<file path="src/rtl/rsa_pkg.sv">
// Shared definitions for the RSA modular multiplier.
//   state_t : controller state encoding (IDLE, CHECK, RUN, DONE)
//   clog2   : ceil(log2(value)), used to size the bit counter
package rsa_pkg;

   // Three bits leave spare codes. The controller maps every spare code back to IDLE.
   typedef enum logic [2:0] {
      ST_IDLE  = 3'd0,
      ST_CHECK = 3'd1,
      ST_RUN   = 3'd2,
      ST_DONE  = 3'd3
   } state_t;

   function automatic int clog2(input int value);
      int result;
      result = 0;
      for (int i = 0; i < 31; i++) begin
         if ((1 << i) < value) begin
            result = i + 1;
         end
      end
      return result;
   endfunction

endpackage

</file>
<file path="src/rtl/rsa_modmult_step.sv">
// One combinational iteration of the MSB-first shift-and-add multiplier.
// Ports:
//   mode   : 0 = plain product, 1 = modular product
//   b_bit  : current multiplier bit (MSB first)
//   p      : accumulator before this step (2W bits)
//   a      : multiplicand
//   n      : modulus (used only in mode 1)
//   p_next : accumulator after this step (2W bits)
module rsa_modmult_step #(
   parameter int W = 8
) (
   input  logic           mode,
   input  logic           b_bit,
   input  logic [2*W-1:0] p,
   input  logic [W-1:0]   a,
   input  logic [W-1:0]   n,
   output logic [2*W-1:0] p_next
);

   logic [2*W-1:0] plain_sum;
   logic [W+1:0]   a_ext;
   logic [W+1:0]   n_ext;
   logic [W+1:0]   t;
   logic [W+1:0]   t1;
   logic [W+1:0]   t2;

   // In mode 1 the incoming P is below N, so 2P + A is below 3N.
   // That value fits in W+2 bits, and two conditional subtractions bring it back below N.
   always_comb begin
      a_ext     = (W+2)'(a);
      n_ext     = (W+2)'(n);
      plain_sum = (p << 1) + (b_bit ? (2*W)'(a) : '0);
      t         = ((W+2)'(p[W-1:0]) << 1) + (b_bit ? a_ext : '0);
      t1        = (t >= n_ext) ? (t - n_ext) : t;
      t2        = (t1 >= n_ext) ? (t1 - n_ext) : t1;
      p_next    = mode ? (2*W)'(t2) : plain_sum;
   end

endmodule

</file>
<file path="src/rtl/rsa_core_modmult.sv">
// Sequential multiplier that computes either a*b or (a*b) mod n.
// It processes one bit of b per clock cycle.
// Ports:
//   mmul_clk   : clock. The active edge is selected by CLK_EDGE.
//   mmul_rst   : asynchronous active-low reset
//   mmul_start : operation request, active at level START, sampled in IDLE
//   mmul_mode  : 0 = a*b, 1 = (a*b) mod n
//   mmul_a/b/n : operands (W bits each)
//   mmul_busy  : operation in progress
//   mmul_done  : one-cycle completion pulse
//   mmul_err   : the last modular operation had illegal operands
//   mmul_c     : result (2W bits), held until the next completion
module rsa_core_modmult
   import rsa_pkg::*;
#(
   parameter int DATA_WIDTH = 8,
   parameter int CLK_EDGE   = 1,
   parameter int START      = 1
) (
   input  logic                    mmul_clk,
   input  logic                    mmul_rst,
   input  logic                    mmul_start,
   input  logic                    mmul_mode,
   input  logic [DATA_WIDTH-1:0]   mmul_a,
   input  logic [DATA_WIDTH-1:0]   mmul_b,
   input  logic [DATA_WIDTH-1:0]   mmul_n,
   output logic                    mmul_busy,
   output logic                    mmul_done,
   output logic                    mmul_err,
   output logic [2*DATA_WIDTH-1:0] mmul_c
);

   localparam int W  = DATA_WIDTH;
   localparam int CW = (clog2(W) < 1) ? 1 : clog2(W);
   localparam logic [CW-1:0] LAST = CW'(W - 1);

   state_t         state;
   state_t         state_next;
   logic [W-1:0]   a_q;
   logic [W-1:0]   b_q;
   logic [W-1:0]   n_q;
   logic           mode_q;
   logic [2*W-1:0] acc;
   logic [2*W-1:0] acc_next;
   logic [CW-1:0]  cnt;
   logic           err_pend;
   logic           operand_bad;
   logic           start_req;
   logic           clk_act;

   // For the falling-edge variant the clock is inverted.
   // All flops then act on a rising edge of clk_act.
   assign clk_act     = (CLK_EDGE != 0) ? mmul_clk : ~mmul_clk;
   assign start_req   = (mmul_start == (START != 0));
   assign operand_bad = mode_q && ((n_q == '0) || (a_q >= n_q) || (b_q >= n_q));

   // b_q shifts left during RUN, so its MSB is always the current multiplier bit.
   rsa_modmult_step #(.W(W)) u_step (
      .mode   (mode_q),
      .b_bit  (b_q[W-1]),
      .p      (acc),
      .a      (a_q),
      .n      (n_q),
      .p_next (acc_next)
   );

   always_ff @(posedge clk_act or negedge mmul_rst) begin
      if (!mmul_rst) begin
         state <= ST_IDLE;
      end else begin
         state <= state_next;
      end
   end

   always_comb begin
      state_next = state;
      case (state)
         ST_IDLE:  if (start_req) state_next = ST_CHECK;
         ST_CHECK: state_next = operand_bad ? ST_DONE : ST_RUN;
         ST_RUN:   if (cnt == LAST) state_next = ST_DONE;
         ST_DONE:  state_next = ST_IDLE;
         default:  state_next = ST_IDLE;
      endcase
   end

   // The done pulse is cleared on the first IDLE cycle after DONE.
   // A start seen in that same cycle is still accepted, so operations can run back to back.
   always_ff @(posedge clk_act or negedge mmul_rst) begin
      if (!mmul_rst) begin
         a_q       <= '0;
         b_q       <= '0;
         n_q       <= '0;
         mode_q    <= 1'b0;
         acc       <= '0;
         cnt       <= '0;
         err_pend  <= 1'b0;
         mmul_busy <= 1'b0;
         mmul_done <= 1'b0;
         mmul_err  <= 1'b0;
         mmul_c    <= '0;
      end else begin
         case (state)
            ST_IDLE: begin
               mmul_done <= 1'b0;
               if (start_req) begin
                  a_q       <= mmul_a;
                  b_q       <= mmul_b;
                  n_q       <= mmul_n;
                  mode_q    <= mmul_mode;
                  acc       <= '0;
                  cnt       <= '0;
                  err_pend  <= 1'b0;
                  mmul_busy <= 1'b1;
               end
            end
            ST_CHECK: begin
               err_pend <= operand_bad;
            end
            ST_RUN: begin
               acc <= acc_next;
               b_q <= b_q << 1;
               cnt <= cnt + CW'(1);
            end
            ST_DONE: begin
               mmul_c    <= err_pend ? '0 : acc;
               mmul_err  <= err_pend;
               mmul_done <= 1'b1;
               mmul_busy <= 1'b0;
            end
            default: begin
               mmul_done <= 1'b0;
               mmul_busy <= 1'b0;
            end
         endcase
      end
   end

endmodule

</file>
<file path="config.mk">
export PLATFORM = sky130hd
export DESIGN_NAME = rsa_core_modmult
export DESIGN_NICKNAME = d
export VERILOG_FILES = /design/src/rtl/rsa_pkg.sv /design/src/rtl/rsa_modmult_step.sv /design/src/rtl/rsa_core_modmult.sv
export SDC_FILE = /design/constraint.sdc
export NUM_CORES = 1
export LEC_CHECK = 0
export CAP_MARGIN = 20
export CORE_MARGIN = 4
export CORE_UTILIZATION = 40
export CTS_CLUSTER_DIAMETER = 60
export DETAILED_ROUTE_END_ITERATION = 6
export PLACE_DENSITY = 0.58
export SLEW_MARGIN = 30
export SYNTH_ARGS = -nofsm -noshare
export SYNTH_HDL_FRONTEND = slang
export SYNTH_SLANG_ARGS = --single-unit
export TNS_END_PERCENT = 100
</file>
<file path="constraint.sdc">
create_clock -name mmul_clk -period 15.8 [get_ports mmul_clk]
set_clock_uncertainty 0.1 [all_clocks]
set_input_delay 2.37 -clock mmul_clk [delete_from_list [all_inputs] [get_ports mmul_clk]]
set_output_delay 2.37 -clock mmul_clk [all_outputs]
set_load 0.05 [all_outputs]
</file>
# Yosys cells after proc, flatten, opt, wreduce, memory -nomap -nowiden
# Cells that the tools add are included.
# Widths: inputs -> output; s select.
dict set report word_totals {
  in_bits 28
  regBits 67
  out_inout_bits 19
}
dict set report op_classes {
  muxes 21
  n_eq_ne 6
  n_bitwise 1
  add_sub_neg 5
  n_reduce_logical 13
  order_cmp 4
}
# operator count
set op_table {}
lappend op_table {{$mux 16} 3}
lappend op_table {{$pmux 16 s2} 1}
lappend op_table {{$mux 8} 3}
lappend op_table {{$ge 10x8->1} 2}
lappend op_table {{$mux 10} 2}
lappend op_table {{$sub 10x8->10} 2}
lappend op_table {{$add 16x16->16} 1}
lappend op_table {{$ge 8x8->1} 2}
lappend op_table {{$pmux 8 s2} 1}
lappend op_table {{$add 9x10->10} 1}
lappend op_table {{$reduce_and 2->1} 5}
lappend op_table {{$mux 3} 3}
lappend op_table {{$pmux 3 s3} 1}
lappend op_table {{$logic_not 8->1} 1}
lappend op_table {{$eq 3x2->1 const B} 2}
lappend op_table {{$pmux 1 s2} 3}
lappend op_table {{$pmux 3 s2} 1}
lappend op_table {{$ne 2x2->1 const B} 2}
lappend op_table {{$reduce_bool 2->1} 2}
lappend op_table {{$add 3x1->3 const B} 1}
lappend op_table {{$eq 3x1->1 const B} 1}
lappend op_table {{$eq 3x3->1 const B} 1}
lappend op_table {{$logic_not 3->1} 1}
lappend op_table {{$mux 1} 3}
lappend op_table {{other kinds (4)} 5}

# Longest topological paths before layout
# Gate-level depths: netlist of run 1.
dict set report logic_depth {
  ltp_word 8
  mapped_depth 27
}

# Hierarchy
# Synthesis of run 1 repeated with hierarchy kept, for this count alone.
dict set report unflattened {
  hier_cells 481
  area_unflattened_um2 4737.0
}
# module n_inst seq_area_each_um2 cells_per_inst area_per_inst_um2
set modules_own_cells {}
lappend modules_own_cells {rsa_core_modmult 1 1651.6 265 3109.2}
lappend modules_own_cells {rsa_modmult_step 1 0.0 216 1627.8}

# Least setup slack after synthesis of run 1
# OpenSTA, ideal clock, no wires.
dict set report synth_timing {
  kind {register to register}
  startpoint {reg b_q[7]}
  endpoint {reg acc[7]}
  slack_ns 9.841
  stages_incl_launch_ff 27
  synth_period_minus_slack_ns 5.959
  setup_ns 0.119
  t_required_ns 15.581
  arrival_ns 5.740
  path_cell_list {dfrtp_1 -> clkbuf_1 -> and2_1 -> ha_1 -> inv_1 -> fa_1 -> nor2b_1 -> o31a_1 -> o21a_1 -> nor2_1 -> xnor2_1 -> ha_1 -> a21oi_1 -> o21ai_0 -> or4_4 -> buf_6 -> mux2_2 -> ha_1 -> fa_1 -> inv_1 -> a21o_1 -> a221o_1 -> o31ai_1 -> and2_1 -> a41oi_2 -> a222oi_1 -> a21bo_2}
}
dict set report synth_between {
  elab_chain_len 8
}
# element line_no
set synth_rtl {}
lappend synth_rtl {{start, declared} rsa_core_modmult.sv:40} ;# logic [W-1:0] b_q;
lappend synth_rtl {{start signal, assigned} rsa_core_modmult.sv:107} ;# b_q <= mmul_b;
lappend synth_rtl {{start signal, assigned} rsa_core_modmult.sv:121} ;# b_q <= b_q << 1;
lappend synth_rtl {{$mux 8} {rsa_modmult_step.sv:32, rsa_modmult_step.sv:33}}
lappend synth_rtl {{$add 9x10->10} rsa_modmult_step.sv:33} ;# t = ((W+2)'(p[W-1:0]) << 1) + (b_bit ? a_ext : '0);
lappend synth_rtl {{$sub 10x8->10 or $ge 10x8->1 (tied branches)} rsa_modmult_step.sv:34} ;# t1 = (t >= n_ext) ? (t - n_ext) : t;
lappend synth_rtl {{$mux 10} rsa_modmult_step.sv:34}
lappend synth_rtl {{$sub 10x8->10 or $ge 10x8->1 (tied branches)} rsa_modmult_step.sv:35} ;# t2 = (t1 >= n_ext) ? (t1 - n_ext) : t1;
lappend synth_rtl {{$mux 10} rsa_modmult_step.sv:35}
lappend synth_rtl {{$mux 16 *} rsa_modmult_step.sv:36} ;# p_next = mode ? (2*W)'(t2) : plain_sum;
lappend synth_rtl {{$pmux 16 s2 *} rsa_core_modmult.sv:102} ;# case (state)
lappend synth_rtl {{end signal, assigned} rsa_core_modmult.sv:120} ;# acc <= acc_next;
lappend synth_rtl {{end, declared} rsa_core_modmult.sv:43} ;# logic [2*W-1:0] acc;
# Every way passes the cells marked *; elsewhere a longest branch is shown, timed or not.
# A chain may end at the register's enable or synchronous reset.

# Worst setup path after layout of run 1
dict set report layout_timing {
  startpoint {reg b_q[7]}
  endpoint {reg acc[0]}
}
# Same word-level chain as after synthesis.

==> qor.yml, run 1 <==
numCtsBuffers: 9
grt_max_degree: 67
gp_congestion: 0.878
dr.pass1.iters: 7
rsz0062_at_grt: "no"
max-cap-violations: 0
port_buffers: 46
synth_top_area_share_pct: 35.9
holdCritPathClass: "reg -> reg"
clockRootBuffer: "clkbuf_16"
critPathArrivalTime_ns: 6.81
post_cts_resized: 0
routedWlPerCell_um: 17.6
coreArea_um2: 11000
setup.worst_path.start_class: "flip-flop"
die_w_um: 115
setup_violations: 0
finalHoldViolCount: 0
worst_slew_pin_slew_ns: 0.875
drive_gt1_share_pct: 11.5
synth_ff_type: "dfrtp_1"
grt_overflow_total: 0
hpwl_um: 8900
yosysSeqAreaShare_pct: 35.9
final-instance-count-excl-fill: 669
setup-tns-final_ns: 0
die_h_um: 115
track_usage_pct: 18.6
fmaxAchievable_ghz: 0.150
cpLargestDelayFamily: "simple AND/OR/NAND/NOR gates"
synth_edf_count: 0
placed_cells: 652
io_pins: 47
antenna_found_initial: 0
final_antenna_net_count: 0
grt_pass1_vias: 3619
clock_path_buffers: 2
crit_type: "reg -> reg"
yosysUniqueCellTypes: 63
period_minus_slack_ns: 6.67
yosys_warnings: 0
synth_area_um2: 4600
synth_nets: 554
htree_levels: 3
crit_path_top_delay_cell: "nor4b_2"
path_cells: "and2_1 -> ha_1 -> inv_1 -> fa_1 -> nor2b_1 -> o31a_1 -> o21a_1 -> nor2_1 -> xnor2_1 -> ha_1 -> a21oi_1 -> o21ai_0 -> or4_4 -> mux2_2 -> ha_1 -> fa_1 -> inv_1 -> a21o_1 -> a221o_1 -> o31ai_1 -> nand4_1 -> nor4b_2 -> inv_1 -> o211ai_1"
postSynthAreaPerCell_um2: 9.63
holdBufCountCts: 0
worstSetupEndpointType: "flip-flop"
max_stage_delay_ns: 0.74
via_per_inst: 5.60
utilization_pct: 49.9
cts_setup_buffers: 0
final_cell_mix: "dfrtp_1 (66), ha_1 (45), clkdlybuf4s50_1 (45), inv_1 (41), nand2_1 (41)"
clk_pin_slew_ns: 0.06
critical_path.max_fanout: 11
final_common_cell: "dfrtp_1"
rows: 38
status: "complete, but fails checks"
cp_data_required_time_ns: 15.94
relSlewSlack_pct: 41.7
diodes: 0
drv_slew: 0
syn_to_final_growth_pct: 19.5
dr.first_iter.drc_count: 384
clk_latency_ns: 0.33
async_flop_share_pct: 100
synth_cells: 478
dieArea_um2: 13300
grt_pass1_wl_um: 19200
yosysTopAreaCell: "dfrtp_1"
whs_ns: 0.407
nets: 600
wl_um: 11800
cts_tree: "done"
failed_checks: "DRC"
start_util_pct: 41.7
synth-seq-cells: 66
clock_sinks: 66
critPathBufInv: 3
finalCritPeriodShare_pct: 42.2
synth.area.top_cells: "dfrtp_1 (36%), ha_1 (12%), mux2_2 (5.6%)"
drc_errors: 1
vias: 3749
-- cell families after synthesis --
family,after synthesis,synth area share (%)
compound gates,132,19.9
fa+ha+maj,48,13.5
buf+inv,56,4.76
xor+xnor,19,3.78
flops,66,35.9
simple gates,124,14.3
mux,33,7.91
-- sequential cells by signal (all words and copies together) (netlist names), 2 cells and up --
signal  count
state       2
cnt         3
acc        16
n_q         8
a_q         8
b_q         8
mmul_c     16
-- synthesized netlist by cell type (all sizes together) (2+ instances only) --
master,instances
mux2,24
or2,4
and3,5
nand2b,8
o211ai,3
inv,41
ha,45
xor2,5
o21a,10
a211oi,2
nor3,6
nor4,7
a22o,11
nor2b,5
clkbuf,12
o22ai,10
a22oi,2
o21bai,2
nand4,6
o21ai,34
nor3b,2
nand2,42
a221o,4
a222oi,4
fa,3
nand3,3
o31a,3
buf,3
o31ai,2
mux2i,9
or4,2
dfrtp,66
and2,9
nor2,21
xnor2,14
a211o,4
a21oi,23
a21o,6
-- through the flow --
step	area [µm²]	worst slack (ns)
2_1_floorplan	4600	9.84
5_1_grt	5500	8.64
3_3_place_gp	5190	9.53
3_5_place_dp	5190	9.34
4_1_cts	5490	9.23
6_report	5500	9.13
-- final cells by class --
cell class | count | area, µm²
Fill cell | 1051 | 5530
Multi-Input combinational cell | 356 | 2740
Sequential cell | 66 | 1650
Timing Repair Buffer | 50 | 489
Clock buffer | 9 | 225
Tap cell | 140 | 175
Inverter | 41 | 154
Clock inverter | 7 | 67.6
-- worst paths after layout --
kind                            startpoint  endpoint  slack, ns  cells past startpoint
worst max-delay path                b_q[7]    acc[0]       9.13                     24
worst min-delay path              mmul_err  mmul_err       0.41                      1
worst max register to register      b_q[7]    acc[0]       9.13                     24
worst min register to register    mmul_err  mmul_err       0.41                      1
max in group asynchronous         mmul_rst    n_q[1]      12.89                      2
min in group asynchronous         mmul_rst  state[1]       2.14                      2
-- layer usage --
layer  vias up  track usage (%)  share of wire (%)
met5         -                0                  0
met4         0             5.95                1.9
met3        15             3.58                5.9
met2       124             29.5                 45
met1      1767             25.6                 47
li1       1843                -                  -
Power of run 1 is left out: the tool's default activity adds up to more than one toggle a clock period on the data nets, which glitch-free logic cannot reach.
==> run 2, diff against run 1 <==
--- a/config.mk
+++ b/config.mk
@@ -10,7 +10,7 @@
 export CORE_UTILIZATION = 40
 export CTS_CLUSTER_DIAMETER = 60
 export DETAILED_ROUTE_END_ITERATION = 6
-export PLACE_DENSITY = 0.58
+export PLACE_DENSITY = 0.6
 export SLEW_MARGIN = 30
 export SYNTH_ARGS = -nofsm -noshare
 export SYNTH_HDL_FRONTEND = slang
==> constraint.sdc (replaced) <==
create_clock -name mmul_clk -period 5.4 [get_ports mmul_clk]
set_clock_uncertainty 0.1 [all_clocks]
set_input_delay 0.81 -clock mmul_clk [delete_from_list [all_inputs] [get_ports mmul_clk]]
set_output_delay 0.81 -clock mmul_clk [all_outputs]
set_load 0.05 [all_outputs]
==> qor.yml, run 2 (synthesis results as in run 1) <==
via_per_inst: 5.42  # -3.3%
setup.worst_path.start_class: "flip-flop"
clock_path_buffers: 2  # unchanged
whs_ns: 0.394  # -0.0126 ns
drc_errors: 0  # -1
wl_um: 12100  # +2.5%
diodes: 0  # unchanged
dieArea_um2: 13300  # unchanged
finalHoldViolCount: 0  # unchanged
rsz0062_at_grt: "yes"
critPathArrivalTime_ns: 5.48  # -1.33 ns
dr.pass1.iters: 4  # -3
die_h_um: 115  # unchanged
relSlewSlack_pct: 42.3  # +0.61 points
holdBufCountCts: 0  # unchanged
grt_pass1_vias: 3871  # +7.0%
top_regs: "acc (16), mmul_c (16)"
clockRootBuffer: "clkbuf_16"
clk_latency_ns: 0.34  # about the same
finalCritPeriodShare_pct: 99.1  # +57 points
clock_sinks: 66  # unchanged
dr.first_iter.drc_count: 230  # -40%
critical_path.max_fanout: 5  # -6
htree_levels: 3  # unchanged
holdCritPathClass: "reg -> reg"
numCtsBuffers: 9  # unchanged
grt_max_degree: 67  # unchanged
nets: 650  # +8.3%
grt_overflow_total: 0  # unchanged
track_usage_pct: 19.2  # +0.64 points
io_pins: 47  # unchanged
max-cap-violations: 0  # unchanged
worstSetupEndpointType: "flip-flop"
grt_pass1_wl_um: 19900  # +3.9%
vias: 3896  # +3.9%
cp_data_required_time_ns: 5.52  # -10.42 ns
status: "completed"
antenna_found_initial: 0  # unchanged
fmaxAchievable_ghz: 0.187  # +25%
coreArea_um2: 11000  # unchanged
start_util_pct: 41.7  # unchanged
syn_to_final_growth_pct: 31.4
final_antenna_net_count: 0  # unchanged
rows: 38  # unchanged
hpwl_um: 9230  # +3.8%
crit_type: "reg -> reg"
die_w_um: 115  # unchanged
cts_tree: "done"
worst_slew_pin_slew_ns: 0.866  # -0.00913 ns
final_common_cell: "dfrtp_1"
port_buffers: 46  # unchanged
drv_slew: 0  # unchanged
setup_violations: 0  # unchanged
gp_congestion: 0.833  # -5.1%
clk_pin_slew_ns: 0.05  # about the same
final_cell_mix: "dfrtp_1 (66), buf_4 (51), clkdlybuf4s50_1 (45), nand2_1 (41), ha_1 (41)"
period_minus_slack_ns: 5.35  # -1.32 ns
drive_gt1_share_pct: 23.3  # +12 points
routedWlPerCell_um: 16.8  # -4.6%
## run 2: cell types whose count changed in the layout (fill, tap and decap cells not counted), moves of 3 or more
| cell | change |
|---|---|
| a21oi_1 | -4 |
| a21oi_2 | +4 |
| buf_4 | +48 |
| ha_1 | -4 |
| ha_4 | +4 |
| inv_1 | -3 |
| inv_2 | +3 |
## run 2: routing by layer
layer  GRT usage [%]  up-vias  wire length, µm
met5               0        -                0
met1            25.1     1876             5400
met2            32.4       78             5870
li1                -     1928                -
met3            3.79       14              647
met4            5.48        0              178
## run 2: final timing paths
path	slack [ns]	to	startpoint	depth (start not counted)
min reg2reg	0.39	mmul_c[15]	acc[15]	2
max in group asynchronous	4.06	n_q[6]	mmul_rst	2
min in group asynchronous	0.58	mmul_err	mmul_rst	2
max reg2reg	0.05	acc[7]	b_q[7]	24
min	0.39	mmul_c[15]	acc[15]	2
max	0.05	acc[7]	b_q[7]	24
## run 2: timing repair
action / in CTS / in global routing
setup buffers: 7 / 4
gates resized for setup: 7 / 10
hold endpoints to repair: 0 / 0
endpoints found under the setup margin: 8 / 10
pin swaps: 24 / 21
cloned: 1 / 0
## run 2: cell type report
cell class / count / area (µm²)
Clock buffer: 11 / 233
Inverter: 41 / 154
Tap cell: 140 / 175
Sequential cell: 66 / 1650
Fill cell: 1036 / 4980
Timing Repair Buffer: 99 / 861
Clock inverter: 5 / 78.8
Multi-Input combinational cell: 357 / 2900
## run 2: worst max-delay path: stages (launching register included)
cell and delay, ns:
dfrtp_1 0.37, and2_4 0.16, ha_4 0.12, inv_2 0.03
fa_2 0.34, nor2b_2 0.13, o31a_1 0.17, o21a_1 0.13
nor2_2 0.05, xnor2_2 0.26, ha_4 0.26, a21oi_2 0.17
o21ai_2 0.09, or4_4 0.55, mux2_4 0.25, ha_4 0.13
fa_2 0.21, inv_2 0.03, a21o_1 0.19, a221o_1 0.34
o31ai_4 0.26, and2_4 0.19, a41oi_4 0.11, a222oi_1 0.31
a21bo_2 0.25
## run 2: stage by stage
step | cell area [µm²] | setup WS [ns] | TNS [ns] | std cells | util, %
floorplan | 4700 | -0.143 | -0.383 | 478 | -
global placement | 5580 | 0.0421 | 0 | 691 | 50.6
detailed placement | 5580 | -0.0842 | -0.314 | 691 | 50.6
CTS | 5970 | -0.0795 | -0.185 | 715 | 54.1
global route | 6050 | -0.231 | -1.21 | 719 | 54.8
finish | 6050 | 0.0481 | 0 | 719 | 54.8
Power of run 2 is left out for the same reason.
==> run 3, diff against run 2 <==
--- a/config.mk
+++ b/config.mk
@@ -10,8 +10,8 @@
 export CORE_UTILIZATION = 40
 export CTS_CLUSTER_DIAMETER = 60
 export DETAILED_ROUTE_END_ITERATION = 6
+export GPL_TIMING_DRIVEN = 0
 export PLACE_DENSITY = 0.6
-export SLEW_MARGIN = 30
 export SYNTH_ARGS = -nofsm -noshare
 export SYNTH_HDL_FRONTEND = slang
 export SYNTH_SLANG_ARGS = --single-unit
==> qor.yml, run 3 (synthesis results as in run 1) <==
status: "complete, but fails checks"
failed_checks: "setup timing"
port_buffers: 46  # unchanged
drive_gt1_share_pct: 20.7  # -2.6 points
route.met2.wl_um: 5670  # -3.3%
wl_met1_um: 5430  # +0.50%
rr_startpoint: "b_q[7]"
antenna_found_initial: 0  # unchanged
worstRegToRegCells: 27  # +13%
vias: 3875  # -0.54%
diodes: 0  # unchanged
gp_congestion: 0.942  # +13%
setup_violations: 9  # +9
multiInputGateArea_um2: 2990  # +3.1%
setup.worst_path.start_class: "flip-flop"
fin_area_um2: 6020  # -0.56%
dr.pass1.iters: 5  # +1
clk_latency_ns: 0.33  # about the same
hold_path_depth: 2  # unchanged
routedWlPerCell_um: 16.8  # +0.10%
worst_slew_pin_slew_ns: 0.851  # -0.0151 ns
postLayoutSetupSlackWorst_ns: -0.252  # -0.300 ns
nets: 636  # -2.2%
cp_data_required_time_ns: 5.51  # about the same
rows: 38  # unchanged
placed_cell_area_um2: 5340  # -4.4%
cts_tree: "done"
start_util_pct: 41.7  # unchanged
die_h_um: 115  # unchanged
grt_pass1_wl_um: 19300  # -3.1%
hpwl_um: 9090  # -1.5%
critical_path.max_fanout: 6  # +1
final_antenna_net_count: 0  # unchanged
dieArea_um2: 13300  # unchanged
top_layer_used: "met4"
grt_overflow_total: 0  # unchanged
r2r_slack_ns: -0.25  # -0.30 ns
coreArea_um2: 11000  # unchanged
htree_levels: 3  # unchanged
critPathArrivalTime_ns: 5.76  # +0.28 ns
fmaxAchievable_ghz: 0.177  # -5.3%
startpoint: "b_q[7]"
grt_max_degree: 67  # unchanged
finalCritPeriodShare_pct: 105  # +5.6 points
final_common_cell: "dfrtp_1"
grt_pass1_vias: 3743  # -3.3%
syn_to_final_growth_pct: 30.7
period_minus_slack_ns: 5.65  # +0.300 ns
numCtsBuffers: 9  # unchanged
io_pins: 47  # unchanged
holdCritPathClass: "reg -> reg"
finalHoldViolCount: 0  # unchanged
dr.first_iter.drc_count: 275  # +20%
track_usage_pct: 18.7  # -0.53 points
wl_um: 11900  # -1.8%
fillers: 1027  # -0.87%
worstSetupEndpointType: "flip-flop"
r2r_end: "acc[2]"
clk_pin_slew_ns: 0.06  # about the same
hp-start: "acc[15]"
relSlewSlack_pct: 43.3  # +1.0 points
final_cell_mix: "dfrtp_1 (66), clkdlybuf4s50_1 (45), nand2_1 (41), inv_1 (39), ha_1 (38)"
clock_path_buffers: 2  # unchanged
worstHoldEndpoint: "mmul_c[15]"
holdBufCountCts: 0  # unchanged
rsz0062_at_grt: "yes"
top_regs: "acc (16), mmul_c (16)"
crit_type: "reg -> reg"
clock_sinks: 66  # unchanged
via_per_inst: 5.50  # +1.4%
max-cap-violations: 0  # unchanged
drc_errors: 0  # unchanged
die_w_um: 115  # unchanged
seq_area_um2: 1650  # unchanged
drv_slew: 0  # unchanged
clockRootBuffer: "clkbuf_16"
wl_met3_um: 545  # -16%
[run 3: metal layers]
metal  GRT usage [%]  vias to the layer above
met4            5.95                        0
met2            30.7                       99
met3            3.26                       20
met1            25.1                     1843
met5               0                        -
li1                -                     1913
[run 3: worst max path at each step]
stage	endpoint	cells after the start	slack [ns]
floorplan	acc[7]	24	-0.14
global placement	acc[6]	24	-0.78
detailed placement	acc[0]	24	-0.84
CTS	acc[7]	26	-0.14
global route	acc[2]	27	-0.46
finish	acc[2]	27	-0.25
[run 3: cell type report]
class	count	share of cell area, %
multi-input cells	356	49.6
flip-flops and latches	66	27.5
repair buffers	72	11.3
clock buffers	10	3.97
well taps	140	2.91
inverters	41	2.56
clock inverters	6	1.08
plain buffers	14	1.08
[run 3: worst max-delay path, cell delays in order (launching register included)]
cell and delay, ns:
dfrtp_1 0.41, buf_8 0.14, and2_4 0.14, ha_4 0.15
inv_2 0.05, fa_2 0.20, nor2b_2 0.05, o31a_1 0.33
o21a_1 0.20, nor2_2 0.12, xnor2_2 0.15, ha_4 0.25
a21oi_4 0.13, o21ai_2 0.08, or4_4 0.55, buf_12 0.16
mux2_4 0.22, ha_4 0.13, fa_2 0.22, inv_2 0.04
a21o_1 0.18, a221o_1 0.35, o31ai_4 0.26, and2_4 0.20
a41oi_4 0.14, buf_6 0.18, a222oi_1 0.29, nand2_1 0.08
[run 3: repair_timing]
action                     4_1_cts  5_1_grt
cloned                           0        0
hold endpoints to repair         0        0
resized for setup               14       19
pin swaps                       22       15
buffers inserted                20        6
setup endpoints to repair       10       10
[run 3: metrics by stage]
stage	instances	setup slack [ns]	util [%]	setup TNS [ns]	hold WS, ns
floorplan	478	-0.143	-	-0.383	0.350
global placement	664	-0.782	48.4	-6.86	0.381
detailed placement	664	-0.838	48.4	-7.30	0.384
CTS	699	-0.138	53.3	-0.477	0.398
global route	705	-0.455	54.5	-3.42	0.435
finish	705	-0.252	54.5	-1.49	0.403
Power of run 3 is left out for the same reason.
